<file path="src/rtl/muldiv_pkg.sv">
// Shared encodings for the iterative multiply/divide unit.
// The accumulate state exists only when MULDIV_MADD_EN is defined.
package muldiv_pkg;

    typedef enum logic [2:0] {
        OpMult  = 3'b000,
        OpMultu = 3'b001,
        OpDiv   = 3'b010,
        OpDivu  = 3'b011,
        OpMadd  = 3'b100,
        OpMaddu = 3'b101,
        OpMsub  = 3'b110,
        OpMsubu = 3'b111
    } op_e;

    typedef enum logic [2:0] {
        StIdle,
        StRun,
        StFix,
`ifdef MULDIV_MADD_EN
        StAcc,
`endif
        StDone
    } state_e;

    // Result-select for the single-iteration datapath.
    localparam logic StepMul = 1'b0;
    localparam logic StepDiv = 1'b1;

    function automatic logic op_is_div(op_e op);
        return (op == OpDiv) || (op == OpDivu);
    endfunction

    function automatic logic op_is_signed(op_e op);
        return ~op[0];
    endfunction

    function automatic logic op_is_acc(op_e op);
        return op[2];
    endfunction

    function automatic logic op_is_sub(op_e op);
        return op[2] & op[1];
    endfunction

endpackage

</file>
<file path="src/rtl/muldiv_if.sv">
// Request/response bundle between the pipeline and the multiply/divide unit.
interface muldiv_if #(
    parameter int unsigned WIDTH = 32
);
    logic             start;
    logic [2:0]       op;
    logic [WIDTH-1:0] op_a;
    logic [WIDTH-1:0] op_b;
    logic [WIDTH-1:0] hi_in;
    logic [WIDTH-1:0] lo_in;
    logic             cancel;
    logic             busy;
    logic             done;
    logic [WIDTH-1:0] hi_out;
    logic [WIDTH-1:0] lo_out;
    logic             div_zero;

    modport master (
        output start, op, op_a, op_b, hi_in, lo_in, cancel,
        input  busy, done, hi_out, lo_out, div_zero
    );

    modport slave (
        input  start, op, op_a, op_b, hi_in, lo_in, cancel,
        output busy, done, hi_out, lo_out, div_zero
    );
endinterface

</file>
<file path="src/rtl/muldiv_step.sv">
// One iteration of unsigned shift-add multiply or restoring divide on {hi, lo}.
module muldiv_step
    import muldiv_pkg::*;
#(
    parameter int unsigned WIDTH = 32
) (
    input  logic             mode_i,
    input  logic [WIDTH-1:0] hi_i,
    input  logic [WIDTH-1:0] lo_i,
    input  logic [WIDTH-1:0] b_i,
    output logic [WIDTH-1:0] hi_o,
    output logic [WIDTH-1:0] lo_o
);
    logic [WIDTH:0] sum;
    logic [WIDTH:0] shifted;
    logic [WIDTH:0] diff;

    always_comb begin
        sum     = {1'b0, hi_i} + (lo_i[0] ? {1'b0, b_i} : '0);
        shifted = {hi_i, lo_i[WIDTH-1]};
        diff    = shifted - {1'b0, b_i};
        if (mode_i == StepMul) begin
            hi_o = sum[WIDTH:1];
            lo_o = {sum[0], lo_i[WIDTH-1:1]};
        end else if (!diff[WIDTH]) begin
            hi_o = diff[WIDTH-1:0];
            lo_o = {lo_i[WIDTH-2:0], 1'b1};
        end else begin
            // Trial subtraction borrowed: keep the shifted remainder.
            hi_o = shifted[WIDTH-1:0];
            lo_o = {lo_i[WIDTH-2:0], 1'b0};
        end
    end
endmodule

</file>
<file path="src/rtl/muldiv_iter.sv">
// Iterative MIPS-style multiply/divide unit: WIDTH steps on magnitudes, then sign fix.
// Define MULDIV_MADD_EN to add the MADD/MADDU/MSUB/MSUBU accumulate stage.
module muldiv_iter
    import muldiv_pkg::*;
#(
    parameter int unsigned WIDTH = 32
) (
    input logic     clk,
    input logic     rst_n,
    muldiv_if.slave bus
);
    localparam int unsigned CntW = $clog2(WIDTH);

    state_e           state_q, state_d;
    op_e              op_q, op_d;
    logic [CntW-1:0]  cnt_q, cnt_d;
    logic [WIDTH-1:0] hi_w_q, hi_w_d, lo_w_q, lo_w_d, b_q, b_d;
    logic             sa_q, sa_d, sb_q, sb_d, dz_q, dz_d;
    logic [WIDTH-1:0] hi_q, hi_d, lo_q, lo_d;
    logic             div_zero_q, div_zero_d, busy_q, busy_d, done_q, done_d;
`ifdef MULDIV_MADD_EN
    logic [2*WIDTH-1:0] acc_q, acc_d, acc_res;
`else
    logic unused_acc;
    assign unused_acc = ^{bus.hi_in, bus.lo_in};
`endif

    op_e                in_op;
    logic               in_sa, in_sb, in_dz;
    logic [WIDTH-1:0]   mag_a, mag_b, step_hi, step_lo;
    logic [2*WIDTH-1:0] prod, fix_res;

    assign in_op = op_e'(bus.op);
    assign in_sa = op_is_signed(in_op) & bus.op_a[WIDTH-1];
    assign in_sb = op_is_signed(in_op) & bus.op_b[WIDTH-1];
    assign mag_a = in_sa ? -bus.op_a : bus.op_a;
    assign mag_b = in_sb ? -bus.op_b : bus.op_b;
    assign in_dz = op_is_div(in_op) && (bus.op_b == '0);

    muldiv_step #(
        .WIDTH (WIDTH)
    ) u_step (
        .mode_i (op_is_div(op_q) ? StepDiv : StepMul),
        .hi_i   (hi_w_q),
        .lo_i   (lo_w_q),
        .b_i    (b_q),
        .hi_o   (step_hi),
        .lo_o   (step_lo)
    );

    always_comb begin
        prod = {hi_w_q, lo_w_q};
        if (dz_q) begin
            fix_res = prod;
        end else if (op_is_div(op_q)) begin
            // Remainder follows the dividend sign, quotient the sign xor.
            fix_res = {(sa_q ? -hi_w_q : hi_w_q), ((sa_q ^ sb_q) ? -lo_w_q : lo_w_q)};
        end else begin
            fix_res = (sa_q ^ sb_q) ? -prod : prod;
        end
`ifdef MULDIV_MADD_EN
        acc_res = op_is_sub(op_q) ? acc_q - prod : acc_q + prod;
`endif
    end

    always_comb begin
        state_d    = state_q;
        op_d       = op_q;
        cnt_d      = cnt_q;
        hi_w_d     = hi_w_q;
        lo_w_d     = lo_w_q;
        b_d        = b_q;
        sa_d       = sa_q;
        sb_d       = sb_q;
        dz_d       = dz_q;
        hi_d       = hi_q;
        lo_d       = lo_q;
        div_zero_d = div_zero_q;
`ifdef MULDIV_MADD_EN
        acc_d      = acc_q;
`endif
        if (bus.cancel) begin
            state_d = StIdle;
        end else begin
            unique case (state_q)
                StIdle, StDone: begin
                    state_d = StIdle;
                    if (bus.start) begin
                        op_d   = in_op;
                        sa_d   = in_sa;
                        sb_d   = in_sb;
                        dz_d   = in_dz;
                        cnt_d  = '0;
                        hi_w_d = '0;
                        lo_w_d = op_is_div(in_op) ? mag_a : mag_b;
                        b_d    = op_is_div(in_op) ? mag_b : mag_a;
`ifdef MULDIV_MADD_EN
                        acc_d  = {bus.hi_in, bus.lo_in};
`endif
                        state_d = StRun;
                        if (in_dz) begin
                            hi_w_d  = bus.op_a;
                            lo_w_d  = '1;
                            state_d = StFix;
                        end
                    end
                end
                StRun: begin
                    hi_w_d = step_hi;
                    lo_w_d = step_lo;
                    cnt_d  = cnt_q + 1'b1;
                    if (cnt_q == CntW'(WIDTH - 1)) begin
                        state_d = StFix;
                    end
                end
                StFix: begin
`ifdef MULDIV_MADD_EN
                    if (op_is_acc(op_q)) begin
                        {hi_w_d, lo_w_d} = fix_res;
                        state_d          = StAcc;
                    end else
`endif
                    begin
                        {hi_d, lo_d} = fix_res;
                        if (op_is_div(op_q)) begin
                            div_zero_d = dz_q;
                        end
                        state_d = StDone;
                    end
                end
`ifdef MULDIV_MADD_EN
                StAcc: begin
                    {hi_d, lo_d} = acc_res;
                    state_d      = StDone;
                end
`endif
                default: state_d = StIdle;
            endcase
        end
        busy_d = (state_d == StRun) || (state_d == StFix);
`ifdef MULDIV_MADD_EN
        busy_d = busy_d || (state_d == StAcc);
`endif
        done_d = (state_d == StDone);
    end

    always_ff @(posedge clk) begin
        if (!rst_n) begin
            state_q    <= StIdle;
            op_q       <= OpMult;
            cnt_q      <= '0;
            hi_w_q     <= '0;
            lo_w_q     <= '0;
            b_q        <= '0;
            sa_q       <= 1'b0;
            sb_q       <= 1'b0;
            dz_q       <= 1'b0;
            hi_q       <= '0;
            lo_q       <= '0;
            div_zero_q <= 1'b0;
            busy_q     <= 1'b0;
            done_q     <= 1'b0;
`ifdef MULDIV_MADD_EN
            acc_q      <= '0;
`endif
        end else begin
            state_q    <= state_d;
            op_q       <= op_d;
            cnt_q      <= cnt_d;
            hi_w_q     <= hi_w_d;
            lo_w_q     <= lo_w_d;
            b_q        <= b_d;
            sa_q       <= sa_d;
            sb_q       <= sb_d;
            dz_q       <= dz_d;
            hi_q       <= hi_d;
            lo_q       <= lo_d;
            div_zero_q <= div_zero_d;
            busy_q     <= busy_d;
            done_q     <= done_d;
`ifdef MULDIV_MADD_EN
            acc_q      <= acc_d;
`endif
        end
    end

    assign bus.busy     = busy_q;
    assign bus.done     = done_q;
    assign bus.hi_out   = hi_q;
    assign bus.lo_out   = lo_q;
    assign bus.div_zero = div_zero_q;
endmodule

</file>
<file path="src/flat_wrapper.sv">
// flat-port wrapper written by rule: the top's interface ports become plain ports
module muldiv_iter_flat import muldiv_pkg::*;
#(
    parameter int unsigned WIDTH = 32
)
  (clk, rst_n, bus_start, bus_op, bus_op_a, bus_op_b, bus_hi_in, bus_lo_in, bus_cancel, bus_busy, bus_done, bus_hi_out, bus_lo_out, bus_div_zero);
  muldiv_if #(.WIDTH(WIDTH)) bus_i ();
  input logic clk;
  input logic rst_n;
  input wire logic [$bits(bus_i.start)-1:0] bus_start;
  input wire logic [$bits(bus_i.op)-1:0] bus_op;
  input wire logic [$bits(bus_i.op_a)-1:0] bus_op_a;
  input wire logic [$bits(bus_i.op_b)-1:0] bus_op_b;
  input wire logic [$bits(bus_i.hi_in)-1:0] bus_hi_in;
  input wire logic [$bits(bus_i.lo_in)-1:0] bus_lo_in;
  input wire logic [$bits(bus_i.cancel)-1:0] bus_cancel;
  output wire logic [$bits(bus_i.busy)-1:0] bus_busy;
  output wire logic [$bits(bus_i.done)-1:0] bus_done;
  output wire logic [$bits(bus_i.hi_out)-1:0] bus_hi_out;
  output wire logic [$bits(bus_i.lo_out)-1:0] bus_lo_out;
  output wire logic [$bits(bus_i.div_zero)-1:0] bus_div_zero;
  assign bus_i.start = bus_start;
  assign bus_i.op = bus_op;
  assign bus_i.op_a = bus_op_a;
  assign bus_i.op_b = bus_op_b;
  assign bus_i.hi_in = bus_hi_in;
  assign bus_i.lo_in = bus_lo_in;
  assign bus_i.cancel = bus_cancel;
  assign bus_busy = bus_i.busy;
  assign bus_done = bus_i.done;
  assign bus_hi_out = bus_i.hi_out;
  assign bus_lo_out = bus_i.lo_out;
  assign bus_div_zero = bus_i.div_zero;
  muldiv_iter #(.WIDTH(WIDTH)) u_core (.clk(clk), .rst_n(rst_n), .bus(bus_i));
endmodule
</file>
<file path="config.mk">
export PLATFORM = sky130hd
export DESIGN_NAME = muldiv_iter_flat
export DESIGN_NICKNAME = d
export VERILOG_FILES = /design/src/rtl/muldiv_pkg.sv /design/src/rtl/muldiv_if.sv /design/src/rtl/muldiv_step.sv /design/src/rtl/muldiv_iter.sv /design/src/flat_wrapper.sv
export SDC_FILE = /design/constraint.sdc
export NUM_CORES = 1
export LEC_CHECK = 0
export ABC_AREA = 0
export BUFFER_PORTS_ARGS = -buffer_cell sky130_fd_sc_hd__buf_2
export CAP_MARGIN = 20
export CORE_MARGIN = 5
export CORE_UTILIZATION = 43
export DETAILED_ROUTE_END_ITERATION = 8
export PLACE_DENSITY = 0.66
export RECOVER_POWER = 100
export SETUP_SLACK_MARGIN = 0.5
export SYNTH_ARGS = -nofsm -noshare
export SYNTH_HDL_FRONTEND = slang
export SYNTH_SLANG_ARGS = --single-unit
</file>
<file path="constraint.sdc">
create_clock -name clk -period 3.8 [get_ports clk]
set_input_delay 0.57 -clock clk [delete_from_list [all_inputs] [get_ports clk]]
set_output_delay 0.57 -clock clk [all_outputs]
set_load 0.05 [all_outputs]
</file>
==> impl_metrics.py <==
metrics = {
    "run_status": {
        "outcome": "finished with violations",
        "violations": "max-capacitance violations, max-slew violations",
    },
    "synth": {
        "syn_avg_cell_area_um2": 7.10,
        "ys_seq_area_share_pct": 23.9,
        "synth_edf_count": 0,
        "synth_area_leaders": "dfxtp_1 24%, a21oi_1 7.6%, nand2_1 7.3%",
        "ys_types": 90,
        "yosysTopAreaCellShare_pct": 23.9,
        "yosysWarningCount": 0,
        "synth_nets": 2284,
        "synth_flop_cell": "dfxtp_1",
        "synth_top_area_cell": "dfxtp_1",
        "ys_async_sr_fraction_pct": 0,
        "yosysMostFrequentCell": "nand2_1",
        "synth-seq-cells": 176,
        "netlist_instances": 2077,
        "netlist_area_um2": 14700,
        "yosys-top-cells-count": "288 x nand2_1, 224 x a21oi_1, 217 x nor2_1",
    },
    "timing": {
        "maxSlewHeadroom_pct": -27.6,
        "min_period_ns": 3.39,
        "fin_tns_setup_ns": 0,
        "skew_ns": 0.0209,
        "tightest_slew_ns": 1.91,
        "setup_violations": 0,
        "timing.hold.ws_ns": 0.403,
        "finalHoldViolations": 0,
        "rsz0062_at_grt": "yes",
        "slew_violations": 66,
        "fmax_mhz": 295,
        "post-route-period-util_pct": 89.2,
    },
    "cts": {
        "htreeDepth": 4,
        "hold_buffers": 0,
        "clk_latency_ns": 0.45,
        "cts_buffers": 17,
        "cts_sinks": 176,
        "cts-root-buf": "clkbuf_16",
        "tritoncts": "built",
        "clk_path_buf_depth": 2,
        "path_clk_slew_ns": 0.08,
    },
    "route": {
        "viasPerCell": 6.11,
        "dr.pass1.iters": 5,
        "ant_nets": 0,
        "drt_wl_total_mm": 58.3,
        "vias": 16400,
        "drc": 0,
        "drt_first_iter_violations": 1696,
        "post_drt_wl_per_cell_um": 21.8,
    },
    "critical_path": {
        "rrSetupSlack_ns": 0.41,
        "required_ns": 4.19,
        "end_kind": "flip-flop",
        "r2r_start": "u_core.lo_w_q[31]",
        "r2r-end": "u_core.hi_w_q[24]",
        "rr_worst_depth": 17,
        "crit_type": "reg -> reg",
        "path_max_fanout": 5,
        "critPathArrivalTime_ns": 3.78,
        "cp-start-kind": "flip-flop",
    },
    "floorplan": {
        "die_w_um": 195,
        "io_pins": 202,
        "num_rows": 67,
        "initial_utilization_pct": 43.7,
        "die_y_um": 195,
        "die_area_um2": 38100,
        "core_um2": 33700,
    },
    "global_routing": {
        "grt_pass1_wl_mm": 87.9,
        "grt_start_max_net_pins": 127,
        "grt_pass1_vias": 15000,
        "grt_overflow_total": 0,
        "grtUsageTotal_pct": 28.9,
        "grt_antenna_before_repair": 1,
    },
    "layout": {
        "syn2layout_area_growth_pct": 17.5,
        "drive_above_1_share_pct": 14.2,
        "fillers": 3431,
        "fin_cells": 2675,
        "fin_nets": 2420,
        "final_core_util_pct": 51.4,
    },
    "power": {
        "fin_total_pwr_mw": 5.98,
        "p_leak_nw": 6.63,
        "ir_drop_mv": 0.309,
        "power.density_nw_per_um2": 345,
    },
    "min_path": {
        "hold_path_class": "in -> reg",
        "hold_start": "bus_op[1]",
        "holdPathEnd": "u_core.op_q[1]",
        "hold_depth": 3,
    },
    "placement": {
        "dp_hpwl_mm": 44.1,
        "place_inst": 2621,
        "place.gp.congestion": 0.999,
        "port_buffers": 137,
    },
    "run": {
        "maxCapViolations": 2,
    },
}
## through the flow
step / instance area (µm²) / setup slack (ns)
after floorplan: 14700 / 0.549
after global placement: 16300 / 0.248
after detailed placement: 16300 / 0.157
after CTS: 17200 / 0.478
after global routing: 17300 / 0.235
final: 17300 / 0.410
## registers in the layout (all words and copies together) (netlist names)
name                 count
u_core.b_q              32
u_core.bus.hi_out       32
u_core.bus.lo_out       32
u_core.hi_w_q           32
u_core.lo_w_q           32
u_core.cnt_q             5
u_core.state_q           3
u_core.op_q              2
u_core.bus.busy          1
u_core.bus.div_zero      1
u_core.bus.done          1
u_core.dz_q              1
u_core.sa_q              1
u_core.sb_q              1
## worst max path at each step
stage | start | endpoint | slack [ns] | cells past startpoint
3_5_place_dp | u_core.lo_w_q[0] | u_core.hi_w_q[30] | 0.16 | 15
3_3_place_gp | u_core.lo_w_q[0] | u_core.hi_w_q[30] | 0.25 | 15
2_1_floorplan | u_core.lo_w_q[0] | u_core.hi_w_q[30] | 0.55 | 14
5_1_grt | bus_op_b[0] | u_core.lo_w_q[6] | 0.23 | 11
4_1_cts | u_core.lo_w_q[0] | u_core.hi_w_q[30] | 0.48 | 14
6_report | u_core.lo_w_q[31] | u_core.hi_w_q[24] | 0.41 | 17
## layout make-up
class / instances / area, µm² / area share (%)
Timing Repair Buffer: 263 / 1620 / 9.35
Tap cell: 448 / 561 / 3.24
Inverter: 69 / 269 / 1.55
Antenna cell: 1 / 2.50 / 0.0144
Clock buffer: 17 / 425 / 2.46
Multi-Input combinational cell: 1686 / 10700 / 61.6
Clock inverter: 15 / 241 / 1.39
Sequential cell: 176 / 3530 / 20.4
## metal layers
metal	wire length, µm	vias to the layer above	global-route usage [%]
met5	13	-	0
li1	-	7766	-
met1	25600	7657	41.7
met4	2150	2	10.5
met3	5810	104	5.48
met2	24700	821	43.0
## critical path, stage by stage (launching register included)
cell and delay, ns:
dfxtp_2 0.36, inv_4 0.05, ha_4 0.16, fa_2 0.36, nand2b_4 0.17, a211oi_4 0.23, o22ai_1 0.13, o21ai_0 0.19
buf_4 0.16, a21oi_4 0.05, a21oi_4 0.24, xor2_4 0.25, clkbuf_1 0.27, buf_16 0.16, buf_6 0.10, nand4_1 0.11
a21oi_2 0.14, o221a_2 0.18
## power breakdown
part	internal [mW]	total, mW	switching (mW)
Sequential	1.90	1.98	0.0776
Combinational	0.804	1.99	1.18
Clock	1.09	2.02	0.926
## kinds of logic after synthesis
group,count (synthesis),synth area share (%)
mux,28,2.00
other cells,1,0.0254
flops,176,23.9
fa+ha+maj,72,6.21
simple gates,732,22.6
buf+inv,215,5.73
xor+xnor,167,10.1
compound gates,686,29.4
## what timing repair did
action	CTS	global route
cloned	1	0
resized for setup	28	74
setup endpoints to repair	29	35
pin swaps	7	28
setup buffers	9	10
## layout by cell type (no fill, tap or decap), drive strengths merged, types with 48 or more instances in the layout
master  synthesis  final
nand2         289    289
a21oi         226    226
nor2          219    219
buf            22    184
dfxtp         176    176
o21ai         144    144
clkbuf        124     96
xor2           84     84
xnor2          83     83
a211oi         74     74
inv            69     74
ha             70     70
nand3          48     48
Note: power is estimated with default switching activity, not from simulation.
